[config.mk]
export PLATFORM = sky130hd
export DESIGN_NAME = useq_ctrl_flat
export DESIGN_NICKNAME = d
export VERILOG_FILES = /design/src/rtl/useq_ctrl_if.sv /design/src/rtl/useq_ctrl.sv /design/src/flat_wrapper.sv
export SDC_FILE = /design/constraint.sdc
export NUM_CORES = 1
export LEC_CHECK = 0
export CAP_MARGIN = 5
export CORE_AREA = 2 2 67 116
export DETAILED_ROUTE_END_ITERATION = 8
export DIE_AREA = 0 0 69 118
export HOLD_SLACK_MARGIN = 0.15
export PLACE_DENSITY = 0.83
export SLEW_MARGIN = 20
export SYNTH_ARGS = -nofsm -noshare
export SYNTH_HDL_FRONTEND = slang
export SYNTH_SLANG_ARGS = --single-unit
[constraint.sdc]
create_clock -name clk -period 4.85 [get_ports clk]
set_input_delay 0.485 -clock clk [delete_from_list [all_inputs] [get_ports clk]]
set_output_delay 0.485 -clock clk [all_outputs]
set_load 0.01 [all_outputs]
[src/rtl/useq_ctrl_if.sv]
// Signal bundle between the microprogram sequencer and its surroundings
// (microcode ROM, instruction register, ALU flags, memory port, register bank).
//
// Memory handshake: the sequencer raises mem_req on the edge that registers a
// memory microinstruction and holds it high until it samples mem_ack=1 on a
// rising edge. The responder pulses mem_ack for exactly one cycle. mem_req
// drops on that same edge. mem_ack seen while mem_req is low has no effect.
interface useq_ctrl_if #(
  parameter int UA_W = 8
);
  logic            start;
  logic [UA_W-1:0] uaddr;
  logic [35:0]     uinstr;
  logic [UA_W-1:0] opcode;
  logic            flag_z;
  logic            flag_n;
  logic            flag_c;
  logic            mem_req;
  logic            mem_ack;
  logic [1:0]      MC;
  logic [5:0]      WRC;
  logic [4:0]      busA;
  logic [5:0]      busB;
  logic [3:0]      alu_op;
  logic            halted;
  logic            err;
  logic [1:0]      dbg_state;

  // Sequencer side
  modport master (
    input  start, uinstr, opcode, flag_z, flag_n, flag_c, mem_ack,
    output uaddr, mem_req, MC, WRC, busA, busB, alu_op, halted, err, dbg_state
  );

  // Environment side (ROM, IR, ALU, memory, register bank)
  modport slave (
    output start, uinstr, opcode, flag_z, flag_n, flag_c, mem_ack,
    input  uaddr, mem_req, MC, WRC, busA, busB, alu_op, halted, err, dbg_state
  );
endinterface

[src/rtl/useq_ctrl.sv]
// Microprogram sequencer: one microinstruction per cycle from an asynchronous
// ROM, registered control fields, flag branches, opcode dispatch, a small
// call/return stack and a stall on memory microinstructions.
// dbg_state exposes the FSM state (0 IDLE, 1 RUN, 2 MEMWAIT, 3 HALT).
module useq_ctrl #(
  parameter int         UA_W    = 8,
  parameter int         STK_D   = 4,
  parameter logic [5:0] NOP_WRC = 6'h3F
) (
  input logic         clk,
  input logic         rst_n,
  useq_ctrl_if.master bus
);

  localparam int SP_W = $clog2(STK_D + 1);
  localparam int IX_W = (STK_D > 1) ? $clog2(STK_D) : 1;

  localparam logic [2:0] NXT_INC     = 3'd0;
  localparam logic [2:0] NXT_JMP     = 3'd1;
  localparam logic [2:0] NXT_CJMP    = 3'd2;
  localparam logic [2:0] NXT_DISP    = 3'd3;
  localparam logic [2:0] NXT_CALL    = 3'd4;
  localparam logic [2:0] NXT_RET     = 3'd5;
  localparam logic [2:0] NXT_HALT    = 3'd6;
  localparam logic [2:0] NXT_RESTART = 3'd7;

  typedef enum logic [1:0] {
    S_IDLE    = 2'd0,
    S_RUN     = 2'd1,
    S_MEMWAIT = 2'd2,
    S_HALT    = 2'd3
  } state_t;

  state_t          state_q, state_d;
  logic [UA_W-1:0] upc_q, upc_d;
  logic [1:0]      mc_q, mc_d;
  logic [5:0]      wrc_q, wrc_d;
  logic [4:0]      a_q, a_d;
  logic [5:0]      b_q, b_d;
  logic [3:0]      alu_q, alu_d;
  logic            mem_req_q, mem_req_d;
  logic            halted_q, halted_d;
  logic            err_q, err_d;
  // A memory microinstruction that also halts: halt once the handshake ends.
  logic            halt_pend_q, halt_pend_d;
  logic [SP_W-1:0] sp_q, sp_d;
  logic [UA_W-1:0] stk_q [STK_D];
  logic [UA_W-1:0] stk_d [STK_D];

  // Microinstruction fields
  logic [1:0]      f_mc;
  logic [5:0]      f_wrc;
  logic [4:0]      f_a;
  logic [5:0]      f_b;
  logic [3:0]      f_alu;
  logic [2:0]      f_nxt;
  logic [1:0]      f_cond;
  logic [UA_W-1:0] f_target;

  logic [UA_W-1:0] upc_inc;
  logic            cond_true;
  logic            stk_full;
  logic            stk_empty;
  logic            is_mem;
  logic            fault;
  logic [IX_W-1:0] push_ix;
  logic [IX_W-1:0] pop_ix;

  assign f_mc     = bus.uinstr[35:34];
  assign f_wrc    = bus.uinstr[33:28];
  assign f_a      = bus.uinstr[27:23];
  assign f_b      = bus.uinstr[22:17];
  assign f_alu    = bus.uinstr[16:13];
  assign f_nxt    = bus.uinstr[12:10];
  assign f_cond   = bus.uinstr[9:8];
  assign f_target = UA_W'(bus.uinstr[7:0]);

  assign upc_inc   = upc_q + UA_W'(1);
  assign stk_full  = (sp_q == SP_W'(STK_D));
  assign stk_empty = (sp_q == '0);
  assign push_ix   = IX_W'(sp_q);
  assign pop_ix    = IX_W'(sp_q - SP_W'(1));
  assign is_mem    = (f_mc == 2'b01) || (f_mc == 2'b10);
  assign fault     = (f_mc == 2'b11) ||
                     ((f_nxt == NXT_CALL) && stk_full) ||
                     ((f_nxt == NXT_RET) && stk_empty);

  // Branch condition select on the flags present at the executing edge
  always_comb begin
    cond_true = 1'b1;
    case (f_cond)
      2'b00:   cond_true = bus.flag_z;
      2'b01:   cond_true = bus.flag_n;
      2'b10:   cond_true = bus.flag_c;
      default: cond_true = 1'b1;
    endcase
  end

  // Next-state, next-upc, stack and control-field logic
  always_comb begin
    state_d     = state_q;
    upc_d       = upc_q;
    mc_d        = mc_q;
    wrc_d       = wrc_q;
    a_d         = a_q;
    b_d         = b_q;
    alu_d       = alu_q;
    mem_req_d   = mem_req_q;
    halted_d    = halted_q;
    err_d       = err_q;
    halt_pend_d = halt_pend_q;
    sp_d        = sp_q;
    stk_d       = stk_q;

    case (state_q)
      S_IDLE: begin
        mc_d  = 2'b00;
        wrc_d = NOP_WRC;
        a_d   = '0;
        b_d   = '0;
        alu_d = '0;
        if (bus.start) begin
          state_d = S_RUN;
          upc_d   = '0;
        end
      end

      S_RUN: begin
        if (fault) begin
          err_d     = 1'b1;
          halted_d  = 1'b1;
          mem_req_d = 1'b0;
          state_d   = S_HALT;
          mc_d      = 2'b00;
          wrc_d     = NOP_WRC;
          a_d       = '0;
          b_d       = '0;
          alu_d     = '0;
        end else begin
          mc_d  = f_mc;
          wrc_d = f_wrc;
          a_d   = f_a;
          b_d   = f_b;
          alu_d = f_alu;
          case (f_nxt)
            NXT_INC:  upc_d = upc_inc;
            NXT_JMP:  upc_d = f_target;
            NXT_CJMP: upc_d = cond_true ? f_target : upc_inc;
            NXT_DISP: upc_d = bus.opcode;
            NXT_CALL: begin
              stk_d[push_ix] = upc_inc;
              sp_d           = sp_q + SP_W'(1);
              upc_d          = f_target;
            end
            NXT_RET: begin
              upc_d = stk_q[pop_ix];
              sp_d  = sp_q - SP_W'(1);
            end
            NXT_HALT:    upc_d = upc_q;
            NXT_RESTART: upc_d = '0;
            default:     upc_d = upc_inc;
          endcase
          if (is_mem) begin
            mem_req_d   = 1'b1;
            state_d     = S_MEMWAIT;
            halt_pend_d = (f_nxt == NXT_HALT);
          end else if (f_nxt == NXT_HALT) begin
            state_d = S_HALT;
          end
        end
      end

      S_MEMWAIT: begin
        if (bus.mem_ack) begin
          // Bubble with NOP fields so the memory word's WRC never writes twice
          mem_req_d = 1'b0;
          mc_d      = 2'b00;
          wrc_d     = NOP_WRC;
          a_d       = '0;
          b_d       = '0;
          alu_d     = '0;
          if (halt_pend_q) begin
            halt_pend_d = 1'b0;
            halted_d    = 1'b1;
            state_d     = S_HALT;
          end else begin
            state_d = S_RUN;
          end
        end
      end

      S_HALT: begin
        halted_d  = 1'b1;
        mem_req_d = 1'b0;
        mc_d      = 2'b00;
        wrc_d     = NOP_WRC;
        a_d       = '0;
        b_d       = '0;
        alu_d     = '0;
      end

      default: state_d = S_IDLE;
    endcase
  end

  // State and output registers with asynchronous reset
  always_ff @(posedge clk or negedge rst_n) begin
    if (!rst_n) begin
      state_q     <= S_IDLE;
      upc_q       <= '0;
      mc_q        <= 2'b00;
      wrc_q       <= NOP_WRC;
      a_q         <= '0;
      b_q         <= '0;
      alu_q       <= '0;
      mem_req_q   <= 1'b0;
      halted_q    <= 1'b0;
      err_q       <= 1'b0;
      halt_pend_q <= 1'b0;
      sp_q        <= '0;
      stk_q       <= '{default: '0};
    end else begin
      state_q     <= state_d;
      upc_q       <= upc_d;
      mc_q        <= mc_d;
      wrc_q       <= wrc_d;
      a_q         <= a_d;
      b_q         <= b_d;
      alu_q       <= alu_d;
      mem_req_q   <= mem_req_d;
      halted_q    <= halted_d;
      err_q       <= err_d;
      halt_pend_q <= halt_pend_d;
      sp_q        <= sp_d;
      stk_q       <= stk_d;
    end
  end

  assign bus.uaddr     = upc_q;
  assign bus.MC        = mc_q;
  assign bus.WRC       = wrc_q;
  assign bus.busA      = a_q;
  assign bus.busB      = b_q;
  assign bus.alu_op    = alu_q;
  assign bus.mem_req   = mem_req_q;
  assign bus.halted    = halted_q;
  assign bus.err       = err_q;
  assign bus.dbg_state = state_q;

endmodule

[src/flat_wrapper.sv]
// flat-port wrapper written by rule: the top's interface ports become plain ports
module useq_ctrl_flat 
#(
  parameter int         UA_W    = 8,
  parameter int         STK_D   = 4,
  parameter logic [5:0] NOP_WRC = 6'h3F
)
  (clk, rst_n, bus_start, bus_uinstr, bus_opcode, bus_flag_z, bus_flag_n, bus_flag_c, bus_mem_ack, bus_uaddr, bus_mem_req, bus_MC, bus_WRC, bus_busA, bus_busB, bus_alu_op, bus_halted, bus_err, bus_dbg_state);
  useq_ctrl_if #(.UA_W(UA_W)) bus_i ();
  input logic clk;
  input logic rst_n;
  input wire logic [$bits(bus_i.start)-1:0] bus_start;
  input wire logic [$bits(bus_i.uinstr)-1:0] bus_uinstr;
  input wire logic [$bits(bus_i.opcode)-1:0] bus_opcode;
  input wire logic [$bits(bus_i.flag_z)-1:0] bus_flag_z;
  input wire logic [$bits(bus_i.flag_n)-1:0] bus_flag_n;
  input wire logic [$bits(bus_i.flag_c)-1:0] bus_flag_c;
  input wire logic [$bits(bus_i.mem_ack)-1:0] bus_mem_ack;
  output wire logic [$bits(bus_i.uaddr)-1:0] bus_uaddr;
  output wire logic [$bits(bus_i.mem_req)-1:0] bus_mem_req;
  output wire logic [$bits(bus_i.MC)-1:0] bus_MC;
  output wire logic [$bits(bus_i.WRC)-1:0] bus_WRC;
  output wire logic [$bits(bus_i.busA)-1:0] bus_busA;
  output wire logic [$bits(bus_i.busB)-1:0] bus_busB;
  output wire logic [$bits(bus_i.alu_op)-1:0] bus_alu_op;
  output wire logic [$bits(bus_i.halted)-1:0] bus_halted;
  output wire logic [$bits(bus_i.err)-1:0] bus_err;
  output wire logic [$bits(bus_i.dbg_state)-1:0] bus_dbg_state;
  assign bus_i.start = bus_start;
  assign bus_i.uinstr = bus_uinstr;
  assign bus_i.opcode = bus_opcode;
  assign bus_i.flag_z = bus_flag_z;
  assign bus_i.flag_n = bus_flag_n;
  assign bus_i.flag_c = bus_flag_c;
  assign bus_i.mem_ack = bus_mem_ack;
  assign bus_uaddr = bus_i.uaddr;
  assign bus_mem_req = bus_i.mem_req;
  assign bus_MC = bus_i.MC;
  assign bus_WRC = bus_i.WRC;
  assign bus_busA = bus_i.busA;
  assign bus_busB = bus_i.busB;
  assign bus_alu_op = bus_i.alu_op;
  assign bus_halted = bus_i.halted;
  assign bus_err = bus_i.err;
  assign bus_dbg_state = bus_i.dbg_state;
  useq_ctrl #(.UA_W(UA_W), .STK_D(STK_D), .NOP_WRC(NOP_WRC)) u_core (.clk(clk), .rst_n(rst_n), .bus(bus_i));
endmodule
==> impl_metrics.csv, run 1 <==
group,metric,value,unit
run_status,status,"finished, final reports clean",
sta,rsz0062_at_grt,"no",
critical_path,critPathSlowestCell,"clkdlybuf4s50_1",
pwr,max-vdd-ir-drop,0.000381,V
die,num_io_pins,87,
sta,tns,0,ns
sta,fin_skew,0.00609,ns
synth,netlist_area,3760,sq um
worst_hold_path,hold_path_class,"input port to asynchronous set/reset pin",
route,remaining_drc_errors,0,
critical_path,end_kind,"flop",
synth,syn_avg_cell_area,9.67,sq um
route,dr.max_layer_used,"met4",
pwr,swShare,36.3,%
placement,io_buffers,86,
die,dieArea,8140,sq um
cts,cts_root_buffer,"clkbuf_16",
critical_path,crit_chain,"clkdlybuf4s50_1, xor2_1, a311oi_4, buf_4, a311o_1, mux2_2",
sta,worst_pin_slew,0.891,ns
sta,hold_viol_final,0,
die,rows,41,
pwr,p_comb_share,39.2,%
route,postRouteAntennaNets,0,
cts,numCtsBuffers,9,
cts,cts_buffer_depth,2,
layout,num-nets-final,531,
pwr,power_frac_clock,23.8,%
grt,grt_max_degree,73,
synth,synth_seq_cells,72,
pwr,p_per_area,543,nW/um^2
sta,setup_viol,0,
route,initialDrtViolationCount,236,
grt,grt_pass1_vias,3303,
synth,seq_area_frac_synth,48.1,%
sta,drv_slew,0,
route,wl_met1,3.72,mm
synth,netlist.area_leader.share,43.9,%
cts,clk_pin_slew,0.06,ns
layout,area_growth,32.0,%
critical_path,criticalPathCategory,"input port to flop",
cts,cts_resized,0,
sta,finalCritPeriodShare,60.9,%
pwr,switchingPower,0.979,mW
layout,drive_gt1_share,9.49,%
synth,synth_nets,451,
route,wl_met3,490,microns
sta,clock.fmax,0.339,GHz
die,core_area,7180,sq um
grt,grt_pass1_wl,16.4,mm
route,wire_per_inst,18.2,microns
critical_path,cp.arrival,3.18,ns
route,wl_met2,5.42,mm
synth,yosysWarnings,0,
sta,whs,0.363,ns
grt,antenna_found_initial,0,
critical_path,path_buf_inv,2,
cts,post_cts_buffers,0,
synth,ys_async_sr_fraction,100,%
grt,grtUsageTotal,25.8,%
cts,clkLatencyLatePin,0.34,ns
placement,dp_hpwl,7.38,mm
route,vias_per_cell,5.87,
route,first_pass_iters,5,
job,max_cap_viol_count,0,
critical_path,slowest_delay,1.01,ns
synth,synth_enable_flop_cells,0,
sta,fin_crit,2.95,ns
critical_path,crit_family,"buffers and inverters",
synth,yosys.area.top_type,"dfrtp_1",
cts,cts_sinks,72,
cts,cts_tree,"done",
critical_path,critPathRequiredTime,5.07,ns
layout,antennaDiodeCount,0,
critical_path,crit_fanout,24,
die,die_h,118,microns
pwr,p_seq_share,37.0,%
grt,grt-ovfl-total,0,
die,die_w,69,microns
route,drt_wl_total,10.2,mm
cts,htreeDepth,3,
sta,max_slew_margin,40.6,%
route,vias,3289,
die,initial_core_util,52.4,%
synth,synth.area.top_cells,"dfrtp_1 (44%), nand2_1 (8.1%), o21ai_0 (5.5%)",
synth,synth-main-ff-cell,"dfrtp_1",
pwr,p_leak,2.15,nW
cts,cts_hold_buf,0,
synth,synth_cells,389,
pwr,intPower,1.72,mW
placement,gp_congestion,0.850,
critical_path,start_kind,"input port",
synth,ys_types,53,
## synthesized netlist by cell type, types with 7 or more instances
| library cell | number |
|---|---|
| o21ai_0 | 41 |
| buf_2 | 7 |
| ha_1 | 11 |
| mux4_2 | 7 |
| inv_1 | 8 |
| nor2_1 | 21 |
| nand3_1 | 27 |
| nand2_1 | 81 |
| dfrtp_1 | 66 |
| a21oi_1 | 12 |
| xor2_1 | 7 |
| clkbuf_1 | 11 |
## stage by stage
step | instance area [sq um] | utilization, % | cells | power, mW | setup slack, ns
floorplan | 3760 | - | 389 | 1.59 | 2.35
global placement | 4670 | 65.0 | 544 | 2.01 | 1.72
detailed placement | 4670 | 65.0 | 544 | 2.05 | 1.59
CTS | 4960 | 69.1 | 560 | 2.71 | 1.94
global route | 4960 | 69.1 | 560 | 2.85 | 1.72
finish | 4960 | 69.1 | 560 | 2.70 | 1.90
## routing by layer
metal | GRT usage, % | vias up
met5 | 0 | -
met4 | 15.1 | 0
met3 | 5.99 | 34
met2 | 45.2 | 126
met1 | 27.7 | 1593
li1 | - | 1536
## power by group through the flow
stage	registers [mW]	clock network (mW)	logic, mW
2_1_floorplan	0.991	0	0.604
4_1_cts	0.997	0.651	1.06
5_1_grt	1.03	0.677	1.15
3_3_place_gp	0.993	0	1.02
6_report	0.999	0.642	1.06
3_5_place_dp	1.01	0	1.05
## cell type report
class	count	area [sq um]
Fill cell	538	2220
Multi-Input combinational cell	289	1840
Sequential cell	72	1810
Timing Repair Buffer	89	878
Clock buffer	13	270
Tap cell	86	108
Inverter	8	30.0
Clock inverter	3	23.8
## final timing paths
check	startpoint	end	slack [ns]	cells past startpoint
setup / recovery	bus_uinstr[10]	u_core.bus.dbg_state[0]$_DFFE_PN0P_	1.90	6
hold / removal	rst_n	u_core.bus.busB[0]$_DFFE_PN0N_	0.36	2
setup reg to reg	u_core.sp_q[0]$_DFFE_PN0P_	u_core.bus.uaddr[2]$_DFFE_PN0P_	2.00	6
hold reg to reg	u_core.bus.busB[0]$_DFFE_PN0N_	u_core.bus.busB[0]$_DFFE_PN0N_	0.47	2
max in group asynchronous	rst_n	u_core.bus.uaddr[7]$_DFFE_PN0P_	3.92	2
min in group clk	u_core.bus.busB[0]$_DFFE_PN0N_	u_core.bus.busB[0]$_DFFE_PN0N_	0.47	2
## kinds of logic (layout without fill, tap and decap cells)
logic type	Yosys count	in the layout	share of synthesized area, %
compound gates	91	91	16.5
mux	12	12	5.59
fa+ha+maj	11	11	3.66
flops	72	72	48.1
xor+xnor	13	13	3.03
buf+inv	28	113	3.13
simple gates	162	162	20.0
## placed cells by master, fill, tap and decap left out, types with 4 or more instances in the layout
cell type	synthesis	final
clkdlybuf4s50_1	0	85
nand2_1	81	81
dfrtp_1	66	66
o21ai_0	41	41
nand3_1	27	27
nor2_1	21	21
a21oi_1	12	12
ha_1	11	11
clkbuf_16	0	9
inv_1	8	8
xor2_1	7	7
mux4_2	7	7
nand2b_1	6	6
xnor2_1	6	6
a22oi_1	6	6
dfstp_2	6	6
nor2b_1	5	5
and3_1	4	4
a22o_1	4	4
a221oi_1	4	4
## registers in the layout, indices dropped and copies added (netlist names)
| signal | cells |
|---|---|
| u_core.bus.MC | 2 |
| u_core.bus.WRC | 6 |
| u_core.bus.alu_op | 4 |
| u_core.bus.busA | 5 |
| u_core.bus.busB | 6 |
| u_core.bus.dbg_state | 2 |
| u_core.bus.err | 1 |
| u_core.bus.halted | 1 |
| u_core.bus.mem_req | 1 |
| u_core.bus.uaddr | 8 |
| u_core.halt_pend_q | 1 |
| u_core.sp_q | 3 |
| u_core.stk_q | 32 |
Note: power is estimated with default switching activity, not from simulation.
==> run 2, diff against run 1 <==
CORE_AREA = 2 2 73 126   (was 2 2 67 116)
DIE_AREA = 0 0 75 128   (was 0 0 69 118)
PLACE_DENSITY = 0.74   (was 0.83)
clock period = 2.6 ns   (was 4.85 ns; I/O delays follow)
==> run 2 against run 1 <==
Compared with the run above: register-to-register slack got worse by 1.6 ns; setup slack got worse by 1.5 ns; total power increased by 88%; clock skew about the same; final area increased by 3.8%; sequential share of layout area decreased by 1.3 points; routed wire length decreased by 3.4%; critical path depth unchanged; largest power group unchanged.
==> impl_metrics.csv, run 2 (synthesis gave the netlist of run 1 again) <==
group,metric,value,unit
critical_path,reg2regPathDepth,6,
route,wire_per_inst,16.2,microns
critical_path,path_depth,6,
layout,multiInputGateArea,1840,sq um
route,vias_per_cell,5.33,
critical_path,start_kind,"flop",
pwr,power.total,5.07,mW
cts,clk_pin_slew,0.05,ns
placement,dpl_cell_area,4840,sq um
route,postRouteAntennaNets,0,
layout,final_util,59.8,%
route,initialDrtViolationCount,191,
sta,rsz0062_at_grt,"no",
job,max_cap_viol_count,0,
grt,grtUsageTotal,22.6,%
sta,hold_viol_final,0,
pwr,p_leak,2.24,nW
layout,largest_reg_flops,32,
layout,fin_area,5150,sq um
die,die_h,128,microns
worst_hold_path,worstHoldPathCells,2,
worst_hold_path,hold_path_class,"flop to flop",
sta,fin_skew,0.00612,ns
layout,num-fill-cells,738,
cts,htreeDepth,3,
route,vias,3239,
cts,cts_sinks,72,
layout,ff_latch_area,1810,sq um
grt,grt-ovfl-total,0,
sta,max_slew_margin,58.2,%
die,initial_core_util,43.6,%
placement,post-place-cells,591,
sta,finalCritPeriodShare,85.7,%
sta,setup_viol,0,
critical_path,path_buf_inv,1,
cts,cts_tree,"done",
route,remaining_drc_errors,0,
critical_path,cp.arrival,2.44,ns
placement,dpl_worst_slack,0.256,ns
layout,final_common_cell,"clkdlybuf4s50_1",
layout,final_cell_mix,"clkdlybuf4s50_1 (85), nand2_1 (81), dfrtp_1 (66)",
grt,grt_pass1_vias,3370,
placement,dp_hpwl,7.50,mm
sta,whs,0.463,ns
cts,cts_root_buffer,"clkbuf_16",
die,die_w,75,microns
pwr,p_per_area,984,nW/um^2
grt,grt_util_met2,38.8,%
die,core_area,8610,sq um
critical_path,crit_fanout,10,
sta,setup_ws,0.371,ns
grt,antenna_found_initial,0,
cts,numCtsBuffers,9,
critical_path,crit_family,"adder cells",
grt,grt_pass1_wl,16.2,mm
layout,antennaDiodeCount,0,
pwr,max-vdd-ir-drop,0.000618,V
run_status,status,"finished, final reports clean",
critical_path,slowest_delay,0.57,ns
placement,gp_congestion,0.877,
sta,tns,0,ns
sta,clock.fmax,0.449,GHz
route,first_pass_iters,4,
layout,area_growth,37.1,%
die,num_io_pins,87,
grt,grt_max_degree,46,
sta,fin_crit,2.23,ns
cts,clkLatencyLatePin,0.34,ns
grt,met3_usage,5.35,%
grt,use_met1,25.6,%
layout,stdcell_count,608,
layout,drive_gt1_share,12.2,%
placement,io_buffers,86,
critical_path,critPathSlowestCell,"ha_1",
critical_path,criticalPathCategory,"flop to flop",
die,dieArea,9600,sq um
critical_path,end_kind,"flop",
route,drt_wl_total,9.83,mm
layout,regMostFlops,"u_core.stk_q",
cts,cts_buffer_depth,2,
sta,worst_pin_slew,0.628,ns
die,rows,45,
layout,num-nets-final,548,
grt,top_usage_layer,"met2",
critical_path,critPathRequiredTime,2.81,ns
sta,drv_slew,0,
critical_path,crit_chain,"inv_1, ha_1, mux4_2, a22o_1, and3_1, a2111o_1",
[run 2: cell count changes in the layout (fill, tap and decap cells not counted)]
cell,change
clkbuf_1,+1
buf_12,+1
buf_4,+15
bufinv_16,+1
inv_6,-1
clkbuf_8,-1
clkinvlp_4,-1
clkinv_2,+1
dlygate4sd3_1,+1
[run 2: worst reg2reg max path, stage by stage (launching register included)]
cell and delay, ns:
dfrtp_1 0.37, inv_1 0.10, ha_1 0.57, mux4_2 0.37, a22o_1 0.19, and3_1 0.18, a2111o_1 0.33
[run 2: layout make-up]
cell class	count	area share, %
multi-input cells	289	35.8
flip-flops and latches	72	35.1
well taps	117	2.84
clock buffers	13	5.05
repair buffers	106	19.8
clock inverters	3	0.825
inverters	8	0.583
[run 2: final timing paths]
path | end | startpoint | slack, ns
max in group asynchronous | u_core.bus.uaddr[6]$_DFFE_PN0P_ | rst_n | 1.47
max | u_core.bus.uaddr[2]$_DFFE_PN0P_ | u_core.sp_q[1]$_DFFE_PN0P_ | 0.37
min reg2reg | u_core.bus.busB[5]$_DFFE_PN0N_ | u_core.bus.busB[5]$_DFFE_PN0N_ | 0.46
min in group asynchronous | u_core.bus.busB[4]$_DFFE_PN0N_ | rst_n | 0.47
max reg2reg | u_core.bus.uaddr[2]$_DFFE_PN0P_ | u_core.sp_q[1]$_DFFE_PN0P_ | 0.37
min | u_core.bus.busB[5]$_DFFE_PN0N_ | u_core.bus.busB[5]$_DFFE_PN0N_ | 0.46
[run 2: power by group]
group / internal (mW) / switching [mW] / leakage [nW] / total (mW)
clock: 0.793 / 0.447 / 0.146 / 1.24
combinational: 0.999 / 1.02 / 1.17 / 2.02
sequential: 1.52 / 0.292 / 0.929 / 1.81
[run 2: what timing repair did]
item	CTS	global route
hold buffers	1	0
setup buffers	0	0
gates resized for setup	0	0
hold endpoints to repair	21	0
[run 2: metal layers]
layer  vias to the layer above  wire length [microns]  part of all wire [%]
met5                         -                      0                     0
met4                         0                    358                   3.6
met3                        25                    532                   5.4
met2                       112                   5280                    54
met1                      1535                   3660                    37
li1                       1567                      -                     -
==> run 3, diff against run 2 <==
HOLD_SLACK_MARGIN = 0.02   (was 0.15)
==> results of run 3 <==
No change in the layout: final DEF, timing and power equal those of run 2.
